`config.mk`:
```
export PLATFORM = sky130hd
export DESIGN_NAME = ysyx_22040365_wbu
export DESIGN_NICKNAME = d
export VERILOG_FILES = /design/src/rtl/ysyx_22040365_pkg.sv /design/src/rtl/ysyx_22040365_load_ext.sv /design/src/rtl/ysyx_22040365_wbu.sv
export SDC_FILE = /design/constraint.sdc
export NUM_CORES = 1
export LEC_CHECK = 0
export BUFFER_PORTS_ARGS = -buffer_cell sky130_fd_sc_hd__clkbuf_2
export CORE_AREA = 3 3 186 188
export CTS_CLUSTER_SIZE = 25
export DETAILED_ROUTE_END_ITERATION = 12
export DIE_AREA = 0 0 189 191
export GPL_TIMING_DRIVEN = 0
export PLACE_DENSITY_LB_ADDON = 0.3
export SLEW_MARGIN = 30
export SYNTH_ARGS = -nofsm -noshare
export SYNTH_HDL_FRONTEND = slang
export SYNTH_SLANG_ARGS = --single-unit
```
`constraint.sdc`:
```
create_clock -name clk -period 2.6 [get_ports clk]
set_input_delay 0.52 -clock clk [delete_from_list [all_inputs] [get_ports clk]]
set_output_delay 0.52 -clock clk [all_outputs]
set_load 0.01 [all_outputs]
```
`src/rtl/ysyx_22040365_pkg.sv`:
```
// Shared encodings for the writeback unit: result-source select, load size
// and the buffer occupancy states.
package ysyx_22040365_pkg;

  typedef enum logic [1:0] {
    WB_ALU  = 2'd0,
    WB_LOAD = 2'd1,
    WB_PC4  = 2'd2,
    WB_CSR  = 2'd3
  } wb_sel_e;

  typedef enum logic [1:0] {
    LD_B = 2'd0,
    LD_H = 2'd1,
    LD_W = 2'd2,
    LD_D = 2'd3
  } ld_size_e;

  localparam logic [0:0] S_EMPTY = 1'b0;
  localparam logic [0:0] S_FULL  = 1'b1;

endpackage

```
`src/rtl/ysyx_22040365_load_ext.sv`:
```
// Combinational load-data extension: takes the low byte/half/word of the raw
// load data and sign- or zero-extends it to the datapath width.
module ysyx_22040365_load_ext
  import ysyx_22040365_pkg::*;
#(
  parameter int DATA_WIDTH = 64
) (
  input  logic [DATA_WIDTH-1:0] data,
  input  logic [1:0]            size,
  input  logic                  is_unsigned,
  output logic [DATA_WIDTH-1:0] result
);

  logic fill_b;
  logic fill_h;
  logic fill_w;

  assign fill_b = !is_unsigned && data[7];
  assign fill_h = !is_unsigned && data[15];
  assign fill_w = !is_unsigned && data[31];

  always_comb begin
    // NOTE: assign a default before the case so no path leaves result unassigned (no latch).
    result = data;
    case (ld_size_e'(size))
      LD_B:    result = {{(DATA_WIDTH-8){fill_b}},  data[7:0]};
      LD_H:    result = {{(DATA_WIDTH-16){fill_h}}, data[15:0]};
      LD_W:    result = {{(DATA_WIDTH-32){fill_w}}, data[31:0]};
      default: result = data;
    endcase
  end

endmodule

```
`src/rtl/ysyx_22040365_wbu.sv`:
```
// Writeback unit: one-entry result buffer feeding the register file write port,
// a decode bypass and a retire counter. Define YSYX_22040365_DIFFTEST_EN to add
// the commit_* trace outputs.
module ysyx_22040365_wbu
  import ysyx_22040365_pkg::*;
#(
  parameter int ADDR_WIDTH = 5,
  parameter int DATA_WIDTH = 64
) (
  input  logic                  clk,
  input  logic                  rst,
  input  logic                  in_valid,
  output logic                  in_ready,
  input  logic [ADDR_WIDTH-1:0] in_rd,
  input  logic                  in_rd_wen,
  input  logic [1:0]            in_wb_sel,
  input  logic [DATA_WIDTH-1:0] in_alu_res,
  input  logic [DATA_WIDTH-1:0] in_load_data,
  input  logic [DATA_WIDTH-1:0] in_csr_data,
  input  logic [1:0]            in_ld_size,
  input  logic                  in_ld_unsigned,
  input  logic [DATA_WIDTH-1:0] in_pc,
  input  logic                  halt,
  output logic                  rf_wen,
  output logic [ADDR_WIDTH-1:0] rf_waddr,
  output logic [DATA_WIDTH-1:0] rf_wdata,
  output logic                  fwd_valid,
  output logic [ADDR_WIDTH-1:0] fwd_rd,
  output logic [DATA_WIDTH-1:0] fwd_data,
`ifdef YSYX_22040365_DIFFTEST_EN
  output logic [63:0]           retire_cnt,
  output logic                  commit_valid,
  output logic [DATA_WIDTH-1:0] commit_pc,
  output logic                  commit_rd_wen,
  output logic [ADDR_WIDTH-1:0] commit_rd,
  output logic [DATA_WIDTH-1:0] commit_data
`else
  output logic [63:0]           retire_cnt
`endif
);

  logic [0:0]            state_q;
  logic                  rd_wen_q;
  logic [ADDR_WIDTH-1:0] rd_q;
  logic [DATA_WIDTH-1:0] data_q;
  logic [63:0]           cnt_q;

  logic                  full;
  logic                  retire;
  logic                  fire;
  logic                  writes_reg;
  logic [DATA_WIDTH-1:0] load_ext_data;
  logic [DATA_WIDTH-1:0] final_data;

  assign full       = (state_q == S_FULL);
  assign retire     = full && !halt && !rst;
  assign in_ready   = !rst && (!full || !halt);
  assign fire       = in_valid && in_ready;
  assign writes_reg = full && rd_wen_q && (rd_q != '0);

  ysyx_22040365_load_ext #(
    .DATA_WIDTH(DATA_WIDTH)
  ) u_load_ext (
    .data        (in_load_data),
    .size        (in_ld_size),
    .is_unsigned (in_ld_unsigned),
    .result      (load_ext_data)
  );

  always_comb begin
    final_data = in_alu_res;
    case (wb_sel_e'(in_wb_sel))
      WB_ALU:  final_data = in_alu_res;
      WB_LOAD: final_data = load_ext_data;
      WB_PC4:  final_data = in_pc + DATA_WIDTH'(4);
      WB_CSR:  final_data = in_csr_data;
      default: final_data = in_alu_res;
    endcase
  end

  // An accept in the same cycle as a retire simply overwrites the drained entry.
  always_ff @(posedge clk) begin
    // NOTE: sequential state uses non-blocking (<=) so every register samples pre-edge values.
    if (rst) begin
      state_q  <= S_EMPTY;
      rd_wen_q <= 1'b0;
      rd_q     <= '0;
      data_q   <= '0;
      cnt_q    <= '0;
    end else begin
      if (retire) cnt_q <= cnt_q + 64'd1;
      if (fire) begin
        state_q  <= S_FULL;
        rd_wen_q <= in_rd_wen;
        rd_q     <= in_rd;
        data_q   <= final_data;
      end else if (retire) begin
        state_q  <= S_EMPTY;
        rd_wen_q <= 1'b0;
        rd_q     <= '0;
        data_q   <= '0;
      end
    end
  end

  assign rf_wen     = retire && rd_wen_q && (rd_q != '0);
  assign rf_waddr   = full ? rd_q   : '0;
  assign rf_wdata   = full ? data_q : '0;
  assign fwd_valid  = !rst && writes_reg;
  assign fwd_rd     = rf_waddr;
  assign fwd_data   = rf_wdata;
  assign retire_cnt = cnt_q;

`ifdef YSYX_22040365_DIFFTEST_EN
  logic [DATA_WIDTH-1:0] pc_q;

  always_ff @(posedge clk) begin
    if (rst)       pc_q <= '0;
    else if (fire) pc_q <= in_pc;
    else if (retire) pc_q <= '0;
  end

  assign commit_valid  = retire;
  assign commit_pc     = full ? pc_q : '0;
  assign commit_rd_wen = full && rd_wen_q;
  assign commit_rd     = rf_waddr;
  assign commit_data   = rf_wdata;
`endif

endmodule

```
After elaboration in Yosys (flattened, before gate mapping):

Index checks and enable logic that the tools add are counted.

* bits in registers: 135
* logic and storage cells: 44

* mux-type cells: 11
* equal/unequal tests: 5
* add/sub/neg operators: 2
* reductions and logical operators: 21

Operators with widths (count)
* $pmux 64 s4: 1
* $mux 64: 3
* $pmux 64 s3: 1
* $add 64x1->64 const B: 1
* $add 64x3->64 const B: 1
* $mux 5: 3
* $logic_and 1x1->1: 12
* $eq 2x2->1 const B: 3
* $reduce_bool 5->1: 1
* $eq 2x1->1 const B: 2
* $logic_not 1->1: 4
* $logic_not 2->1: 2
* $mux 1: 3
* $reduce_bool 2->1: 1
* $logic_or 1x1->1: 1

Depth between registers and ports, before layout:

Gate-level depths: netlist of the first run.

* depth in word-level cells: 5
* gate-level depth with buffers: 8
* gate-level depth less buffers: 7

Hierarchy:

A second synthesis of the first run with hierarchy kept.

* cell total of the unflattened synthesis: 1318
* area, all modules: 9993.3 um2

By module, submodules not included
* ysyx_22040365_wbu: times used 1, area each 9140.0 um2, seq. area each 2702.6 um2, cells each 1168
* ysyx_22040365_load_ext: times used 1, area each 853.3 um2, seq. area each 0.0 um2, cells each 150

Worst setup path before layout of the first run:

No wires, ideal clock.

* path type: input-to-reg
* start: input port rst
* end: register cnt_q[18] (netlist: retire_cnt[18])
* buffers on the path: 2
* data arrival time: 1984 ps
* required time: 2472 ps
* library setup time: 128 ps
* slack: 488 ps
* stages on the path: 8
* cells stage by stage: clkbuf_1 -> nand4bb_1 -> or4_1 -> clkbuf_1 -> nor2_1 -> and3_1 -> xnor2_1 -> nor2_1

* word-level cells in the longest chain between the ends: 2

Ends and longest elaborated chain
* start: declaration: RTL line ysyx_22040365_wbu.sv:11 `input logic rst,`
* $logic_not 1->1: RTL line ysyx_22040365_wbu.sv:56 `assign retire = full && !halt && !rst;`
* $logic_and 1x1->1: RTL line ysyx_22040365_wbu.sv:56
* end signal: assignment: RTL line ysyx_22040365_wbu.sv:91 `if (retire) cnt_q <= cnt_q + 64'd1;`
* end: declaration: RTL line ysyx_22040365_wbu.sv:46 `logic [63:0] cnt_q;`

Several ways; a longest one is shown, not always the timed one.
A chain may end at the register's enable or synchronous reset.

Worst setup path after layout of the first run:

* start: register state_q (netlist: full)
* end: output port rf_wdata[28]

* word-level cells in the longest chain between the ends: 1

Ends and longest elaborated chain
* start: declaration: RTL line ysyx_22040365_wbu.sv:42 `logic [0:0] state_q;`
* start signal: assignment: RTL line ysyx_22040365_wbu.sv:85 `state_q <= S_EMPTY;`
* start signal: assignment: RTL line ysyx_22040365_wbu.sv:93 `state_q <= S_FULL;`
* start signal: assignment: RTL line ysyx_22040365_wbu.sv:98 `state_q <= S_EMPTY;`
* $mux 64: RTL line ysyx_22040365_wbu.sv:108 `assign rf_wdata = full ? data_q : '0;`
* end: declaration: RTL line ysyx_22040365_wbu.sv:26 `output logic [DATA_WIDTH-1:0] rf_wdata,`

Every way passes these cells.

==> metrics, run 1 <==
status=finished clean; Antenna Nets Post-Route=0; DR vias/cell=~5.2; DRC=0; sw frac=0.3129; CP endpoint kind=output pin; Starting Density=0.2806; Final Skew=around 0.009 ns; Fillers=3,610; fin crit period=around 2.5 ns; GR Overflow Total=0; worst r2r path cells=6; Area growth, synth to finish=37.54%; Die ar.=36,100 sq um; max-cap violations=0; Max Clk Rate=around 0.40 GHz; sw power=0.001738 W; Comb power frac=0.192; Yosys cell types=64; placer congestion estimate=0.9237; Post-Syn Nets=1,471; Hold Fails Final Rpt=0; Slew Limit Fails=0; Core Box Area=33,280 sq um; Post-Synthesis Cells=approximately 1.2k; Period Utilization, post-route=0.9516; kind of critical path=flip-flop to output pin; register area share after synthesis=0.2894; slew margin rel.=0.3355; drt wl/cell=21.55 um; clock tree sinks=approximately 140; initial DRC count=793; share of cells above drive strength 1=0.3811; Static Leak=between 5 and 6 nW; postcts setup bufs=0; worst-margin pin slew=around 0.99 ns; Site Rows=67; routed vias=approximately 11k; unrepaired setup endpoints after global routing=no; worst min path class=input pin to flip-flop; Crit path required time=~2.1 ns; initial antenna violation count=3; Routed WL=46,370 um; Synth Register Bits=~140; root buffer cell=clkbuf_16; fraction of registers with async set or reset after synthesis=0; cell area power density=approximately 430 nW/um^2; Crit Path Max Fanout=10; Post-synth EDFFs=0; Worst setup SP type=flip-flop; Warnings, synthesis=0; multi-input logic area=5783 sq um; WHS Path Cells=3; cell area after synthesis=9340 sq um; IR drop worst, VDD=approximately 440 uV; clock transition at the registers of the reported paths=0.07 ns; first-pass GRT wire length=around 67,000 um; Post-synth top flop=dfxtp_1; H-tree depth=4; number of global-route vias before repair=approximately 11k; register share of total power=0.394; CP arrival=slightly below 2 ns; Final nets=~2k; critical path's most frequent cell=clkbuf_2; Design Area, Final=about 13,000 sq um; Setup violations, final=0; Max Root-Sink Buffers=2; Avg Cell Area, Syn=roughly 8 sq um; CTS Buf Count=17; CP max stage delay=just under 0.4 ns; fin util=0.3860; io pins=476; TritonRoute pass-1 iters=6; TritonCTS clock tree=yes; Area after DPL=12,280 sq um; largest net degree at the start of global routing=17; Int Pwr=between 0.003 and 0.004 W; setup TNS=0 ns; Pwr Total=0.005556 W; WHS=around 0.30 ns; GRT Util Overall=0.2448; clock share of power=0.414; die span in x=about 190 um; Crit-path slowest cell=dfxtp_1; Cell Chain, Critical Path=clkbuf_4 > clkbuf_2 > and2_1 > buf_4 > clkbuf_2; DPL Wire Length=approximately 38,000 um; Buffers on Ports=about 470; Die H=roughly 190 um; worst skew pair latency=about 0.43 ns; storage element area=about 2700 sq um
cells in the mapped netlist, drive strengths merged, types with 8 or more instances:
master | number | share of area
and2 | 76 | 0.051
o22ai | 30 | 0.020
nand2 | 113 | 0.046
xnor2 | 40 | 0.038
mux4 | 8 | 0.019
a22o | 21 | 0.020
and3 | 21 | 0.014
buf | 85 | 0.064
inv | 14 | 0.0056
or2 | 23 | 0.015
nand4 | 57 | 0.040
clkbuf | 59 | 0.024
nor3 | 18 | 0.014
a222oi | 20 | 0.021
a22oi | 12 | 0.0096
o21ai | 56 | 0.030
xor2 | 70 | 0.066
a221oi | 25 | 0.023
or3 | 11 | 0.0079
a21oi | 52 | 0.028
and4 | 14 | 0.013
nor2 | 108 | 0.044
nor4 | 16 | 0.015
nand3 | 55 | 0.031
dfxtp | 135 | 0.29
cell type report:
class,count,area share
timing repair buffer,473,0.1843
multi-input combinational,905,0.4502
clock buffer,19,0.03370
inverter,14,0.004091
sequential,135,0.2104
antenna,1,0.0001948
tap,448,0.04363
buffer,144,0.06594
clock inverter,13,0.007597
what timing repair did:
action	in CTS	in global routing
hold buffers	0	0
resized for setup	10	21
setup endpoints to repair	92	54
hold endpoints to repair	0	0
critical path, delay by kind of cell, from the launching register on:
family / cells / cell delay [ns]
simple gates: 1 / 0.26
buf+inv: 4 / 0.86
flops: 1 / 0.39
per-layer routing:
metal	track usage	up-vias	wire (um)
met3	0.05410	57	3748
met1	0.3143	5359	19430
met5	0	-	9
met2	0.4136	519	22110
met4	0.06903	2	1062
li1	-	5264	-
worst paths after layout:
path,from,endpoint,slack [ns]
setup / recovery,full$_SDFFE_PP0P_,rf_wdata[28],0.13
hold / removal,in_rd[3],rd_q[3]$_SDFFE_PP0P_,0.30
setup reg to reg,retire_cnt[7]$_SDFFE_PP0P_,retire_cnt[19]$_SDFFE_PP0P_,0.19
hold reg to reg,data_q[12]$_SDFFE_PP0P_,data_q[12]$_SDFFE_PP0P_,0.45
power by group through the flow:
stage | sequential [W] | clock [W] | combinational, W
2_1_floorplan | 0.00222 | 0 | 0.000512
3_3_place_gp | 0.00223 | 0 | 0.00105
3_5_place_dp | 0.00223 | 0 | 0.00106
4_1_cts | 0.00218 | 0.00234 | 0.00106
5_1_grt | 0.00219 | 0.00243 | 0.00115
6_report | 0.00219 | 0.00230 | 0.00107
state kept, by name (all words and copies together) (netlist names):
register and count:
rd_q 5, full 1, rd_wen_q 1, data_q 64, retire_cnt 64
stage by stage:
stage                     cells  setup slack, ns
final                      2152           0.1259
after global routing       2152        0.0006617
after CTS                  2151         0.005872
after detailed placement   2119          -0.5933
after global placement     2119          -0.5962
after floorplan            1198           0.4882
cell usage in the layout (no fill, tap or decap), types with 21 or more instances in the layout:
cell / netlist / final
or2_2: 22 / 22
nand4_1: 55 / 55
clkbuf_1: 59 / 47
xor2_1: 70 / 70
nand3_1: 53 / 53
o22ai_1: 30 / 30
a221oi_1: 25 / 25
and2_1: 76 / 76
and3_1: 21 / 21
a21oi_1: 52 / 52
a22o_1: 21 / 21
buf_4: 71 / 71
dfxtp_1: 135 / 135
clkbuf_2: 0 / 483
o21ai_0: 55 / 55
nand2_1: 112 / 111
nor2_1: 107 / 105
xnor2_1: 40 / 40
cells by family after synthesis:
logic type | synth area share
flops | 0.2894
simple gates | 0.3085
buf+inv | 0.09297
xor+xnor | 0.1031
mux | 0.02250
fa+ha+maj | 0.002679
compound gates | 0.1808
No activity file was read; power rests on OpenSTA's default activity.
==> run 2, diff against run 1 <==
- ABC_AREA: default -> 1
==> run 2 against run 1 <==
Effect of this change:
- non-clock buffer count decreased by 1
- setup slack better by 0.011 ns
- critical path type unchanged
- hold slack gained 0.016 ns
- area after synthesis rose by 26%
- sequential share of layout area fell by 3.4 points
- critical path depth rose by 1
- sequential cell count unchanged
- largest cell class unchanged
- design area increased by 19%
- fmax rose by 0.43%
- largest power group unchanged
- count of clock-buffer cells in the layout fell by 1
==> metrics, run 2 <==
drt wl/cell=19.86 um (-7.8%); setup TNS=0 ns (unchanged); H-tree depth=4 (unchanged); setup ws final=0.1365 ns (+0.01058 ns); Pwr Total=0.006097 W (+9.8%); Period Utilization, post-route=0.9475 (-0.004069); Int Pwr=0.004096 W (+7.3%); Post-Synth Simple-Gate Area=0.4811 (+0.1726); Yosys top cell by area=nand2_1; Post-synth EDFFs=0 (unchanged); top cell type's share of synthesized area=0.2328 (-0.05652); Routed WL=61,590 um (+33%); most frequent cells in the layout=729 x nand2_1, 476 x clkbuf_2, 375 x nor2_1; unrepaired setup endpoints after global routing=no; cell area power density=398.4 nW/um^2 (-7.9%); kind of critical path=flip-flop to output pin; fraction of registers with async set or reset after synthesis=0 (unchanged); most instantiated library cell after synthesis=nand2_1; largest net degree at the start of global routing=17 (unchanged); Static Leak=7.870 nW (+38%); Avg Cell Area, Syn=5.469 sq um (-30%); sw power=0.002001 W (+15%); Final Skew=0.01538 ns (+0.006317 ns); Comb power frac=0.209 (+0.017); share of cells above drive strength 1=0.2464 (-0.1347); Antenna Nets Post-Route=0 (unchanged); first-pass GRT wire length=89,760 um (+34%); root buffer cell=clkbuf_16; Setup violations, final=0 (unchanged); DPL Wire Length=52,620 um (+40%); status=finished clean; post-synthesis compound-gate area fraction=0.1215 (-0.05937); register area share after synthesis=0.2300 (-0.05939); worst skew pair latency=0.45 ns (+0.02 ns); fin crit period=2.464 ns (-0.01058 ns); TritonCTS clock tree=yes; initial antenna violation count=1 (-2); Post-synth top flop=dfxtp_1; DR vias/cell=5.070 (-2.6%); Final nets=2,914 (+48%); Synth area leaders=nand2_1 23%, dfxtp_1 23%, nor2_1 12%; CP arrival=1.94 ns (about the same); sw frac=0.3282 (+0.01537); Crit Path Max Fanout=10 (unchanged); GRT Util Overall=0.3284 (+0.08356); Design Area, Final=15,300 sq um (+19%); commonest cells in the netlist=729 x nand2_1, 376 x nor2_1, 221 x inv_1; Area growth, synth to finish=30.22%; IR drop worst, VDD=336.0 uV (-23%); Starting Density=0.3531 (+0.07248); clock transition at the registers of the reported paths=0.07 ns (about the same); Max Root-Sink Buffers=2 (unchanged); register share of total power=0.354 (-0.040); Core Box Area=33,280 sq um (unchanged); commonest non-fill, non-tap cell in the layout=nand2_1; Area after DPL=14,680 sq um (+20%); Die H=191 um (unchanged); die span in x=189 um (unchanged); Yosys cell types=44 (-31%); ant diodes=0 (-1); fin util=0.4599 (+0.07388); Max Clk Rate=0.4059 GHz (+0.43%); routed vias=15.73k (+40%); initial DRC count=1,067 (+35%); GR Overflow Total=0 (unchanged); adder-cell share of the synthesized area=0.002129 (-0.0005499); postcts setup bufs=0 (unchanged); Post-Syn Nets=2,422 (+65%); TritonRoute pass-1 iters=6 (unchanged); Worst setup SP type=flip-flop; Die ar.=36,100 sq um (unchanged); post-synthesis mux area share=0 (-0.02251); post_cts resized=0 (-10); clock share of power=0.438 (+0.024); XOR/XNOR Fraction of Synth Area=0.01938 (-0.08377); DRC=0 (unchanged); Buffers on Ports=473 (unchanged); number of global-route vias before repair=14.94k (+37%); placer congestion estimate=1.024 (+11%); Synth Register Bits=135 (unchanged); clock tree sinks=135 (unchanged); CP endpoint kind=output pin; Post-Synthesis Cells=2,149 (+79%); Warnings, synthesis=0 (unchanged); pre-CTS setup slack=-0.3037 ns (+0.2895 ns); CTS Buf Count=17 (unchanged); worst-margin pin slew=0.9724 ns (-0.01616 ns); Slew Limit Fails=0 (unchanged); cell area after synthesis=11,750 sq um (+26%); Site Rows=67 (unchanged); Hold Fails Final Rpt=0 (unchanged); io pins=476 (unchanged); slew margin rel.=0.3517 (+0.01626); max-cap violations=0 (unchanged); worst min path class=input pin to flip-flop; hold buffers post-CTS=0 (unchanged); Crit path required time=2.08 ns (about the same); largest family of logic cells by synthesized area=simple AND/OR/NAND/NOR gates
## run 2: cell count changes after synthesis, moves of 22 or more
cell,change
nand2_1,+617
nor2_1,+269
inv_1,+207
a21oi_1,+115
and2_1,-74
nand3_1,+60
xor2_1,-53
xnor2_1,-31
o22ai_1,-27
a221oi_1,-22
## run 2: worst paths after layout
check	cells after the start	slack, ns	startpoint	endpoint
setup / recovery	6	0.14	full$_SDFFE_PP0P_	rf_wdata[54]
hold / removal	3	0.32	in_rd[1]	rd_q[1]$_SDFFE_PP0P_
setup reg to reg	9	0.36	full$_SDFFE_PP0P_	data_q[18]$_SDFFE_PP0P_
hold reg to reg	2	0.47	data_q[23]$_SDFFE_PP0P_	data_q[23]$_SDFFE_PP0P_
## run 2: cell type report
type	instances	area, sq um
inverters	233	874.6
fillers	3702	17980
plain buffers	143	844.6
flip-flops and latches	135	2703
repair buffers	473	2367
well taps	448	560.5
multi-input cells	1638	7337
clock inverters	14	188.9
clock buffers	18	429.2
## run 2: routing by layer
metal / share of wire / wire length, um / vias up / global-route usage
li1: - / - / 7669 / -
met1: 0.40 / 24510 / 7154 / 0.3977
met2: 0.47 / 28810 / 750 / 0.5587
met3: 0.079 / 4891 / 152 / 0.05887
met4: 0.055 / 3362 / 2 / 0.1667
met5: 0.00023 / 14 / - / 0
## run 2: power groups by stage
stage / clock network [W] / logic, W / registers, W
after floorplan: 0 / 0.000621 / 0.00219
after global placement: 0 / 0.00125 / 0.00220
after detailed placement: 0 / 0.00125 / 0.00220
after global routing: 0.00278 / 0.00138 / 0.00216
after CTS: 0.00269 / 0.00126 / 0.00215
final: 0.00267 / 0.00127 / 0.00216
## run 2: cell families (layout without fill, tap and decap cells)
kind of cell,Yosys count,in the layout
AOI/OAI and AO/OA,265,265
xor gates and xnor gates,26,26
DFF,135,135
buffers and inverters,376,881
adders and majority gates,2,2
and+or+nand+nor,1345,1345
## run 2: worst max-delay path: stages (launching register included)
cell and delay [ns]:
dfxtp_1 0.31, buf_4 0.20, clkbuf_1 0.39, nand2_1 0.09
inv_1 0.24, buf_4 0.16, clkbuf_2 0.12
## run 2: through the flow
step / hold slack [ns] / cells
after detailed placement: 0.4562 / 3070
after global routing: 0.3250 / 3102
after global placement: 0.4516 / 3070
after floorplan: 0.4407 / 2149
final: 0.3184 / 3102
after CTS: 0.3065 / 3102
==> run 3, diff against run 2 <==
- CORE_AREA: 3 3 186 188 -> 3 3 182 184
- DIE_AREA: 0 0 189 191 -> 0 0 185 187
- TNS_END_PERCENT: default -> 30
==> run 3 against run 2 <==
Effect of this change:
- wire length down 0.15%
- fmax down 1.3%
- highest routed layer unchanged
- global-route usage up 1.2 points
- hold slack about the same
- critical endpoint is now data_q[12]$_SDFFE_PP0P_
- register-to-register slack worse by 0.04 ns
- first-iteration DRC count down 9.3%
- clock power down 7.5%
- largest power group unchanged
- via count up 0.57%
- count of clock-buffer cells in the layout unchanged
- clock skew down 0.0039 ns
- die area down 4.2%
- critical path type is now input pin to flip-flop
- sequential cell count unchanged
==> metrics, run 3 (synthesized netlist as in run 2, its figures left out) <==
Max Root-Sink Buffers=2 (unchanged); number of global-route vias before repair=15.21k (+1.8%); Slew Limit Fails=0 (unchanged); Period Utilization, post-route=0.9603 (+0.01280); worst-margin pin slew=0.9714 ns (-0.0009881 ns); unrepaired setup endpoints after global routing=no; most frequent cells in the layout=729 x nand2_1, 475 x clkbuf_2, 376 x nor2_1; TritonCTS clock tree=yes; Worst setup SP type=input pin; DPL Wire Length=52,220 um (-0.77%); die span in x=185 um (-2.1%); Static Leak=7.845 nW (-0.33%); IR drop worst, VDD=321.3 uV (-4.4%); setup ws final=0.1032 ns (-0.03328 ns); initial DRC count=968 (-9.3%); DR vias/cell=5.174 (+2.1%); Hold Fails Final Rpt=0 (unchanged); pre-CTS setup slack=-0.2952 ns (+0.008521 ns); drt wl/cell=20.12 um (+1.3%); kind of critical path=input pin to flip-flop; DRC=0 (unchanged); CP arrival=2.79 ns (+0.85 ns); GR Overflow Total=0 (unchanged); Die H=187 um (-2.1%); Pwr Total=0.005901 W (-3.2%); Setup violations, final=0 (unchanged); Cell Chain, Critical Path=clkbuf_2 > nor2_1 > inv_2 > clkbuf_1 > nor2_1 > nor2_1 > nand2_1 > a21oi_1; critical path's most frequent cell=nor2_1; worst min path class=input pin to flip-flop; slew margin rel.=0.3500 (-0.001734); worst skew pair latency=0.43 ns (-0.02 ns); io pins=476 (unchanged); share of cells above drive strength 1=0.2460 (-0.0003768); first-pass GRT wire length=89,700 um (about the same); Starting Density=0.3724 (+0.01931); CP endpoint kind=flip-flop; Final nets=2,914 (unchanged); fin crit period=2.497 ns (+0.03328 ns); Max Clk Rate=0.4005 GHz (-1.3%); TritonRoute pass-1 iters=6 (unchanged); Core Box Area=31,560 sq um (-5.2%); Site Rows=65 (-3.0%); Crit Path Max Fanout=10 (unchanged); cell area power density=388.2 nW/um^2 (-2.6%); Top delay family on crit path=simple AND/OR/NAND/NOR gates; clock tree sinks=135 (unchanged); Buffers on Ports=473 (unchanged); hold buffers post-CTS=0 (unchanged); Crit path required time=2.89 ns (+0.81 ns); Final Skew=0.01146 ns (-0.003923 ns); routed vias=15.82k (+0.57%); placer congestion estimate=1.053 (+2.8%); clock transition at the registers of the reported paths=0.07 ns (about the same); H-tree depth=4 (unchanged); Buf+Inv Stages, Crit Path=3 (-2); Routed WL=61,500 um (-0.15%); Area growth, synth to finish=29.34%; commonest non-fill, non-tap cell in the layout=nand2_1; status=finished clean; initial antenna violation count=2 (+1); Crit-path slowest cell=nor2_1; GRT Util Overall=0.3402 (+0.01187); root buffer cell=clkbuf_16; Antenna Nets Post-Route=0 (unchanged); Die ar.=34,600 sq um (-4.2%); CP max stage delay=0.78 ns (+0.39 ns); max-cap violations=0 (unchanged); CTS Buf Count=17 (unchanged); largest net degree at the start of global routing=17 (unchanged)
==> run 3: cell types whose count changed in the layout (fill, tap and decap cells not counted), sizes merged <==
cell      delta
bufinv       -3
inv          +3
clkinvlp     +1
diode        +1
clkinv       -1
==> run 3: repair_timing <==
action / in CTS / in global routing
pin swaps: 0 / 0
gates resized for setup: 1 / 2
setup buffers: 0 / 0
gates cloned: 0 / 0
endpoints found under the setup margin: 1 / 2
==> run 3: area by class of cell <==
class / count / area, sq um
well taps: 402 / 503.0
clock buffers: 18 / 439.2
diodes: 1 / 2.502
inverters: 233 / 874.6
plain buffers: 143 / 843.3
flip-flops and latches: 135 / 2703
repair buffers: 473 / 2367
multi-input cells: 1638 / 7335
clock inverters: 14 / 133.9
fillers: 3572 / 16350
==> run 3: power by group <==
group          switching [W]  total, W  internal [W]
combinational       0.000845   0.00128      0.000433
sequential         0.0000328   0.00216       0.00212
clock                0.00117   0.00247       0.00129
total                0.00205   0.00590       0.00385
==> run 3: routing by layer <==
metal | GRT usage | up-vias | routed length (um)
li1 | - | 7665 | -
met1 | 0.4151 | 7232 | 24780
met2 | 0.5810 | 783 | 28970
met3 | 0.05620 | 135 | 4771
met4 | 0.1579 | 2 | 2967
met5 | 0 | - | 13
==> run 3: worst register-to-register path: stages, from the launching register on <==
cell and delay, ns:
dfxtp_1 0.31, buf_4 0.23, nand2_1 0.07, inv_1 0.07
nor2_1 0.06, nand2_2 0.36, nand2_1 0.12, inv_2 0.19
clkbuf_1 0.53, nand2_1 0.10, a21oi_1 0.16
==> run 3: final timing paths <==
check | slack, ns | end | from | cells past startpoint
max | 0.10 | data_q[12]$_SDFFE_PP0P_ | in_wb_sel[0] | 8
min | 0.32 | rd_q[1]$_SDFFE_PP0P_ | in_rd[1] | 3
max reg2reg | 0.32 | data_q[63]$_SDFFE_PP0P_ | full$_SDFFE_PP0P_ | 10
min reg2reg | 0.47 | data_q[59]$_SDFFE_PP0P_ | data_q[59]$_SDFFE_PP0P_ | 2
==> run 3: metrics by stage <==
step	setup TNS, ns	utilization	hold slack (ns)	area (sq um)	std cells
after floorplan	0	-	0.4407	11750	2149
after global placement	-1.855	0.4634	0.4504	14620	3024
after detailed placement	-1.893	0.4634	0.4551	14620	3024
after CTS	0	0.4816	0.3164	15200	3056
after global routing	0	0.4817	0.3144	15200	3057
final	0	0.4817	0.3187	15200	3057
